### src/rtl/div_unit.sv
// Multi-cycle 32-bit radix-2 restoring divider for DIV/DIVU; result is {remainder, quotient}.
// Optional zero-divisor fast path enabled by defining DIV_ZERO_DETECT_EN.
module div_unit #(
  parameter int unsigned DIV_ITER = 32
) (
  input  logic        clk,
  input  logic        rst,
  input  logic        signed_div_i,
  input  logic [31:0] opdata1_i,
  input  logic [31:0] opdata2_i,
  input  logic        start_i,
  input  logic        annul_i,
  output logic [63:0] result_o,
  output logic        ready_o
);

  localparam int unsigned W  = 32;
  localparam int unsigned CW = 6;

  typedef enum logic [1:0] {FREE, BYZERO, ON, END} state_t;

  state_t         state_q, state_d;
  logic [W-1:0]   dvd_q, dvd_d;   // dividend shifts out MSB-first, quotient shifts in at LSB
  logic [W-1:0]   dvs_q, dvs_d;
  logic [W-1:0]   rem_q, rem_d;
  logic [CW-1:0]  cnt_q, cnt_d;
  logic           neg_a_q, neg_a_d;
  logic           neg_b_q, neg_b_d;
  logic [2*W-1:0] result_d;
  logic           ready_d;

  logic [W:0]     shifted_c;
  logic           ge_c;
  logic [W-1:0]   diff_c;
  logic           zero_fast_c;
  logic           op_neg_a_c, op_neg_b_c;
  logic [W-1:0]   quo_fix_c, rem_fix_c;

`ifdef DIV_ZERO_DETECT_EN
  assign zero_fast_c = (opdata2_i == '0);
`else
  assign zero_fast_c = 1'b0;
`endif

  assign op_neg_a_c = signed_div_i & opdata1_i[W-1];
  assign op_neg_b_c = signed_div_i & opdata2_i[W-1];

  // One restoring step: trial subtract of the divisor from the shifted partial remainder
  assign shifted_c = {rem_q, dvd_q[W-1]};
  assign ge_c      = (shifted_c >= {1'b0, dvs_q});
  assign diff_c    = W'(shifted_c - {1'b0, dvs_q});

  // Sign fixup: quotient negative when signs differ, remainder follows the dividend
  assign quo_fix_c = (neg_a_q ^ neg_b_q) ? (~dvd_q + W'(1)) : dvd_q;
  assign rem_fix_c = neg_a_q ? (~rem_q + W'(1)) : rem_q;

  always_ff @(posedge clk or posedge rst) begin
    if (rst) begin
      state_q  <= FREE;
      dvd_q    <= '0;
      dvs_q    <= '0;
      rem_q    <= '0;
      cnt_q    <= '0;
      neg_a_q  <= 1'b0;
      neg_b_q  <= 1'b0;
      result_o <= '0;
      ready_o  <= 1'b0;
    end else begin
      state_q  <= state_d;
      dvd_q    <= dvd_d;
      dvs_q    <= dvs_d;
      rem_q    <= rem_d;
      cnt_q    <= cnt_d;
      neg_a_q  <= neg_a_d;
      neg_b_q  <= neg_b_d;
      result_o <= result_d;
      ready_o  <= ready_d;
    end
  end

  always_comb begin
    state_d  = state_q;
    dvd_d    = dvd_q;
    dvs_d    = dvs_q;
    rem_d    = rem_q;
    cnt_d    = cnt_q;
    neg_a_d  = neg_a_q;
    neg_b_d  = neg_b_q;
    result_d = result_o;
    ready_d  = ready_o;

    case (state_q)
      FREE: begin
        ready_d  = 1'b0;
        result_d = '0;
        if (start_i && !annul_i) begin
          if (zero_fast_c) begin
            state_d = BYZERO;
          end else begin
            state_d = ON;
            dvd_d   = op_neg_a_c ? (~opdata1_i + W'(1)) : opdata1_i;
            dvs_d   = op_neg_b_c ? (~opdata2_i + W'(1)) : opdata2_i;
            neg_a_d = op_neg_a_c;
            neg_b_d = op_neg_b_c;
            rem_d   = '0;
            cnt_d   = '0;
          end
        end
      end
`ifdef DIV_ZERO_DETECT_EN
      BYZERO: begin
        result_d = '0;
        ready_d  = 1'b1;
        state_d  = END;
      end
`endif
      ON: begin
        if (annul_i) begin
          state_d  = FREE;
          ready_d  = 1'b0;
          result_d = '0;
        end else if (cnt_q == CW'(DIV_ITER)) begin
          result_d = {rem_fix_c, quo_fix_c};
          ready_d  = 1'b1;
          state_d  = END;
        end else begin
          rem_d = ge_c ? diff_c : shifted_c[W-1:0];
          dvd_d = {dvd_q[W-2:0], ge_c};
          cnt_d = cnt_q + CW'(1);
        end
      end
      END: begin
        // Result held until EX drops its request; no wait for a new one
        if (!start_i || annul_i) begin
          state_d  = FREE;
          ready_d  = 1'b0;
          result_d = '0;
        end
      end
      default: begin
        state_d  = FREE;
        ready_d  = 1'b0;
        result_d = '0;
      end
    endcase
  end

endmodule

### config.mk
export PLATFORM = sky130hd
export DESIGN_NAME = div_unit
export DESIGN_NICKNAME = d
export VERILOG_FILES = /design/src/rtl/div_unit.sv
export SDC_FILE = /design/constraint.sdc
export NUM_CORES = 1
export LEC_CHECK = 0
export ABC_AREA = 1
export CORE_UTILIZATION = 50
export DETAILED_ROUTE_END_ITERATION = 8
export PLACE_DENSITY = 0.72
export SYNTH_ARGS = -nofsm -noshare
export SYNTH_HDL_FRONTEND = slang
export SYNTH_SLANG_ARGS = --single-unit
### constraint.sdc
create_clock -name clk -period 6.02 [get_ports clk]
set_input_delay 0.602 -clock clk [delete_from_list [all_inputs] [get_ports clk]]
set_output_delay 0.602 -clock clk [all_outputs]
set_load 0.01 [all_outputs]
==> results of run 1 <==
==> area by class of cell <==
class | instances | area (um2)
multi-input combinational | 1495 | 7370
clock inverter | 14 | 151
timing repair buffer | 139 | 1380
clock buffer | 18 | 439
sequential | 171 | 4280
fill | 2532 | 10300
inverter | 306 | 1150
tap | 330 | 413
==> routing by layer <==
layer,up-vias,global-route usage,share of wire
met3,36,0.0667,0.081
met1,6117,0.441,0.49
li1,6664,-,-
met5,-,0,0
met4,0,0.0627,0.013
met2,457,0.422,0.41
==> worst max-delay path by stage <==
stage	from	end	slack [ns]	depth (start not counted)
2_1_floorplan	rst	cnt_q[0]	0.79	1
3_3_place_gp	annul_i	result_o[36]	2.29	8
3_5_place_dp	annul_i	result_o[36]	2.23	8
4_1_cts	annul_i	result_o[36]	2.67	8
5_1_grt	annul_i	result_o[23]	2.46	9
6_report	annul_i	result_o[36]	2.65	8
==> tightest hold or removal path, delay by kind of cell (launching register included) <==
family	cells	cell delay [ns]
AND/OR/NAND/NOR	2	0.10
flip-flops	1	0.35
==> cells by family after synthesis <==
logic type               after synthesis  share of synthesized area
AND/OR/NAND/NOR                     1140                      0.374
adder cells (fa/ha/maj)               39                     0.0377
AO/OA/AOI/OAI                        261                      0.112
XOR/XNOR                              55                     0.0367
buffers and inverters                368                      0.114
flip-flops                           171                      0.326
==> metrics by stage <==
stage                     setup WS, ns  area (um2)
after floorplan                  0.786       13100
after global placement            2.29       14600
after detailed placement          2.23       14600
after CTS                         2.67       15200
after global routing              2.46       15200
final                             2.65       15200
==> cells in the final DEF, fill, tap and decap left out, types with 6 or more instances in the layout <==
cell | Yosys | routed
buf_4 | 7 | 6
a21oi_1 | 60 | 60
nand2_2 | 12 | 12
nand3_2 | 15 | 15
nor2_1 | 178 | 178
o21ai_0 | 113 | 113
clkdlybuf4s50_1 | 0 | 133
nand3_1 | 173 | 173
xnor2_1 | 17 | 17
o31ai_1 | 8 | 8
xor2_1 | 38 | 38
inv_2 | 10 | 10
o21ai_1 | 29 | 29
a22oi_1 | 23 | 23
o221ai_1 | 6 | 6
clkbuf_16 | 0 | 17
dfrtp_1 | 171 | 171
ha_1 | 38 | 38
nor2_4 | 6 | 7
nand2_1 | 660 | 660
inv_1 | 295 | 294
nand4_1 | 26 | 26
nor2_2 | 13 | 12
nor3_1 | 30 | 30
==> power by group <==
part / internal [mW] / switching, mW
Clock: 0.565 / 0.547
Sequential: 1.64 / 0.574
Combinational: 1.87 / 3.32
==> sequential cells by signal (all words and copies together) (netlist names) <==
name      cells
rem_q        32
neg_a_q       1
neg_b_q       1
state_q       2
cnt_q         6
result_o     64
dvd_q        32
ready_o       1
dvs_q        32
==> metrics, run 1 <==
outcome=complete, no violations; post-DP HPWL=30000 um; Syn-to-layout area delta=15.6%; Synth async-reset ratio=1.00; Vias/cell=5.37; Crit Path Category=input port to flip-flop; leak pwr=7.77 nW; # IOs=134; gp weighted congestion=0.939; Ant. Diodes=0; gr usage total=0.293; number of flops mapped to enable cells by yosys=0; crit-path max cell delay=0.82 ns; max-cap viol count=0; die height=164 um; Final ANT Viol Nets=0; vias in the first global route=12000; Mapped Area=13100 um2; Initial Util=0.516; CTS root buffer=clkbuf_16; die area=26900 um2; post_cts resized=0; CP Cell Sequence=clkdlybuf4s50_1 > nor2_4 > nand2_2 > inv_2 > nor2_4 > nand2_2 > inv_2 > a22o_1; worst min path class=flip-flop to flip-flop; DR iter-0 viols=1057; Clock Sinks=171; crit end category=flip-flop; Inserted Clock Buffers=17; clock buffer depth=2; Die W=164 um; # rows=58; family with the most delay on the worst path=buffers and inverters; Synth cell types=49; count of buffer and inverter cells on the critical path=3; GR Overflow Total=0; Pwr Density=561 nW/um2; Final Util=0.596; reg2reg start=cnt_q[0]; final cell count without fillers=2473; WHS Path Cells=2; Post-CTS Setup Inserts=0; Fin Setup TNS=0 ns; Clk Latency, worst-skew pair=0.44 ns; core area=25500 um2; Worst-Margin Slew=1.11 ns; max-slew violations=0; # H-tree levels=4; CP required=6.35 ns; end of the worst register-to-register path=result_o[36]; overall power=8.52 mW; post-synth top area share=0.326; Seq cells post-synth=171; Hold-fix buffers, CTS=0; global-route wire length before repair=61500 um; WL/cell=15.4 um; post-synthesis sequential area ratio=0.326; DRT Pass-1 Iters=6; Yosys Warn Count=0; TritonCTS clock tree=built; HP Start=result_o[39]; hold slack=0.481 ns; initial antenna violation count=0; Clock Skew=0.0141 ns; Syn Inst Count=2034; Post-Syn Nets=2142; fmax=297 MHz; ys flop type=dfrtp_1; Worst Path Arrival=3.69 ns; placed insts=2441; post-synth top area cell=dfrtp_1; FF-to-FF setup slack=2.71 ns; Max FO, Critical Path=61; wirelength, routed=38200 um; RSZ-0062 raised after global routing=no; Layout Nets=2238; worst r2r path cells=9; Worst path slowest cell=inv_2; post-route minimum period=3.37 ns; Fin. Hold Viols=0; DRC=0; top cells by area, synth=dfrtp_1 33%, nand2_1 19%, inv_1 8.4%; # port buffers=133; Vias=13300; final worst path period share=0.559; CTS clock-pin slew for the worst setup and hold paths=0.07 ns; Min-Delay Endpoint=result_o[39]; largest net degree at the start of global routing=81; Synth Area per Inst=6.46 um2; startpoint types=input port; most numerous cell in the Yosys netlist=nand2_1; Worst VDD drop=378 uV; Relative slew margins=0.260; fraction of layout cells with a size suffix above 1=0.0513; Synth top cells by count=660 x nand2_1, 295 x inv_1, 178 x nor2_1; Final Setup Violations=0
Note: power is estimated with default switching activity, not from simulation.
==> run 2: changes to the inputs <==
clock period = 3.4 ns   (was 6.02 ns; I/O delays follow)
==> run 2 against run 1 <==
Compared with the run above:
- setup slack worse by 2.2 ns
- utilization increased by 0.69 points
- total power up 80%
- global-route usage rose by 1.2 points
- combinational power up 83%
- sequential share of layout area decreased by 0.32 points
- clock skew about the same
- register-to-register slack worse by 2.2 ns
==> metrics, run 2 (synthesis results as in run 1) <==
startpoint types=flip-flop (was input port); # IOs=134 (unchanged); DRT Pass-1 Iters=6 (unchanged); sequential share of power=0.249 (was 0.260); Relative slew margins=0.490 (was 0.260); CP required=3.73 ns (was 6.35 ns); initial antenna violation count=0 (unchanged); Clock Power Share=0.130 (was 0.131); # rows=58 (unchanged); Pwr Density=996 nW/um2 (was 561 nW/um2); Hold-fix buffers, CTS=0 (unchanged); worst r2r path cells=15 (was 9); commonest non-fill, non-tap cells in the layout=660 x nand2_1, 294 x inv_1, 178 x nor2_1 (unchanged); gr usage total=0.305 (was 0.293); Worst Path Arrival=3.23 ns (was 3.69 ns); post-route minimum period=2.90 ns; core area=25500 um2 (unchanged); Final Setup Violations=0 (unchanged); Clock Sinks=171 (unchanged); Syn-to-layout area delta=16.9% (was 15.6%); CTS clock-pin slew for the worst setup and hold paths=0.08 ns (was 0.07 ns); Clk Latency, worst-skew pair=0.44 ns (about the same); RSZ-0062 raised after global routing=no (unchanged); worst min path class=input port to asynchronous set/reset pin (was flip-flop to flip-flop); TritonCTS clock tree=built (unchanged); DR iter-0 viols=1211 (was 1057); # H-tree levels=4 (unchanged); combinational power share=0.621 (was 0.610); WL/cell=16.1 um (was 15.4 um); Vias/cell=5.34 (was 5.37); Psw=8.01 mW (was 4.44 mW); overall power=15.3 mW (was 8.52 mW); die area=26900 um2 (unchanged); Ant. Diodes=0 (unchanged); Clock Skew=0.0136 ns (was 0.0141 ns); Worst-Margin Slew=0.763 ns (was 1.11 ns); wirelength, routed=40100 um (was 38200 um); CTS root buffer=clkbuf_16 (unchanged); global-route wire length before repair=63700 um (was 61500 um); Inserted Clock Buffers=17 (unchanged); Fin Setup TNS=0 ns (unchanged); post-DP HPWL=31400 um (was 30000 um); max-cap viol count=0 (unchanged); crit end category=flip-flop (unchanged); leak pwr=7.87 nW (was 7.77 nW); Vias=13300 (about the same); FILL cells=2521 (was 2532); Net Sw Frac=0.524 (was 0.521); die height=164 um (unchanged); Internal=7.29 mW (was 4.07 mW); Initial Util=0.516 (unchanged); fmax=345 MHz; fraction of layout cells with a size suffix above 1=0.0597 (was 0.0513); Fin. Hold Viols=0 (unchanged); Worst VDD drop=610 uV (was 378 uV); outcome=complete, no violations (unchanged); GR Overflow Total=0 (unchanged); Max FO, Critical Path=32 (was 61); Largest register FFs=64 (unchanged); max-slew violations=0 (unchanged); Layout Nets=2257 (was 2238); largest net degree at the start of global routing=68 (was 81); Crit Path Category=flip-flop to flip-flop (was input port to flip-flop); Post-CTS Setup Inserts=0 (unchanged); # port buffers=133 (unchanged); gp weighted congestion=0.969 (was 0.939); commonest non-fill, non-tap cell in the layout=nand2_1 (unchanged); final worst path period share=0.853; clock buffer depth=2 (unchanged); DRC=0 (unchanged); Die W=164 um (unchanged); Final ANT Viol Nets=0 (unchanged); vias in the first global route=12000 (about the same); Top reg by flops=result_o (unchanged); post_cts resized=0 (unchanged)
-- run 2: cell types whose count changed in the layout (fill, tap and decap cells not counted) --
cell | previous run | this run
clkinv_4 | 4 | 3
buf_4 | 6 | 22
buf_12 | 0 | 3
clkinv_2 | 0 | 1
-- run 2: routing by layer --
layer / share of wire / GRT usage
met5: 0 / 0
met4: 0.013 / 0.0678
met3: 0.074 / 0.0389
met2: 0.41 / 0.429
met1: 0.51 / 0.487
-- run 2: worst paths after layout --
check	endpoint	slack (ns)	startpoint
min	ready_o	0.38	rst
min in group clk	dvs_q[21]	0.48	dvs_q[21]
max	rem_q[30]	0.50	rem_q[6]
min reg2reg	dvs_q[21]	0.48	dvs_q[21]
max reg2reg	rem_q[30]	0.50	rem_q[6]
max in group asynchronous	dvd_q[23]	2.19	rst
-- run 2: power by group through the flow --
stage	combinational, mW	clock (mW)	sequential [mW]
2_1_floorplan	6.63	0	3.62
3_3_place_gp	9.28	0	3.75
3_5_place_dp	9.30	0	3.79
4_1_cts	9.37	2.02	3.76
5_1_grt	10.7	2.09	3.89
6_report	9.51	1.99	3.81
-- run 2: area by class of cell --
type,instances,area (um2),share of cell area
clock inverters,14,149,0.00969
inverters,306,1150,0.0750
well taps,330,413,0.0269
repair buffers,158,1560,0.101
flip-flops and latches,171,4280,0.279
multi-input cells,1495,7370,0.480
clock buffers,18,439,0.0286
-- run 2: through the flow --
stage | utilization | instances | area [um2] | hold slack [ns] | setup WS (ns)
6_report | 0.603 | 2492 | 15400 | 0.382 | 0.501
5_1_grt | 0.603 | 2492 | 15400 | 0.446 | 0.236
4_1_cts | 0.603 | 2492 | 15400 | 0.397 | 0.511
3_5_place_dp | 0.580 | 2460 | 14800 | 0.465 | 0.534
3_3_place_gp | 0.580 | 2460 | 14800 | 0.456 | 0.590
2_1_floorplan | - | 2034 | 13100 | 0.449 | 0.877
-- run 2: worst max-delay path, cell delays in order, from the launching register on --
cell	delay (ns)
dfrtp_1	0.47
ha_1	0.39
nand2_2	0.13
inv_2	0.04
nand2_1	0.05
nand2_1	0.07
inv_2	0.05
nand3_2	0.13
nand2_4	0.10
nand2_4	0.06
nand2_4	0.29
nand2_2	0.45
nand2_1	0.34
nand2_1	0.08
nand2_1	0.08
nand2_1	0.05
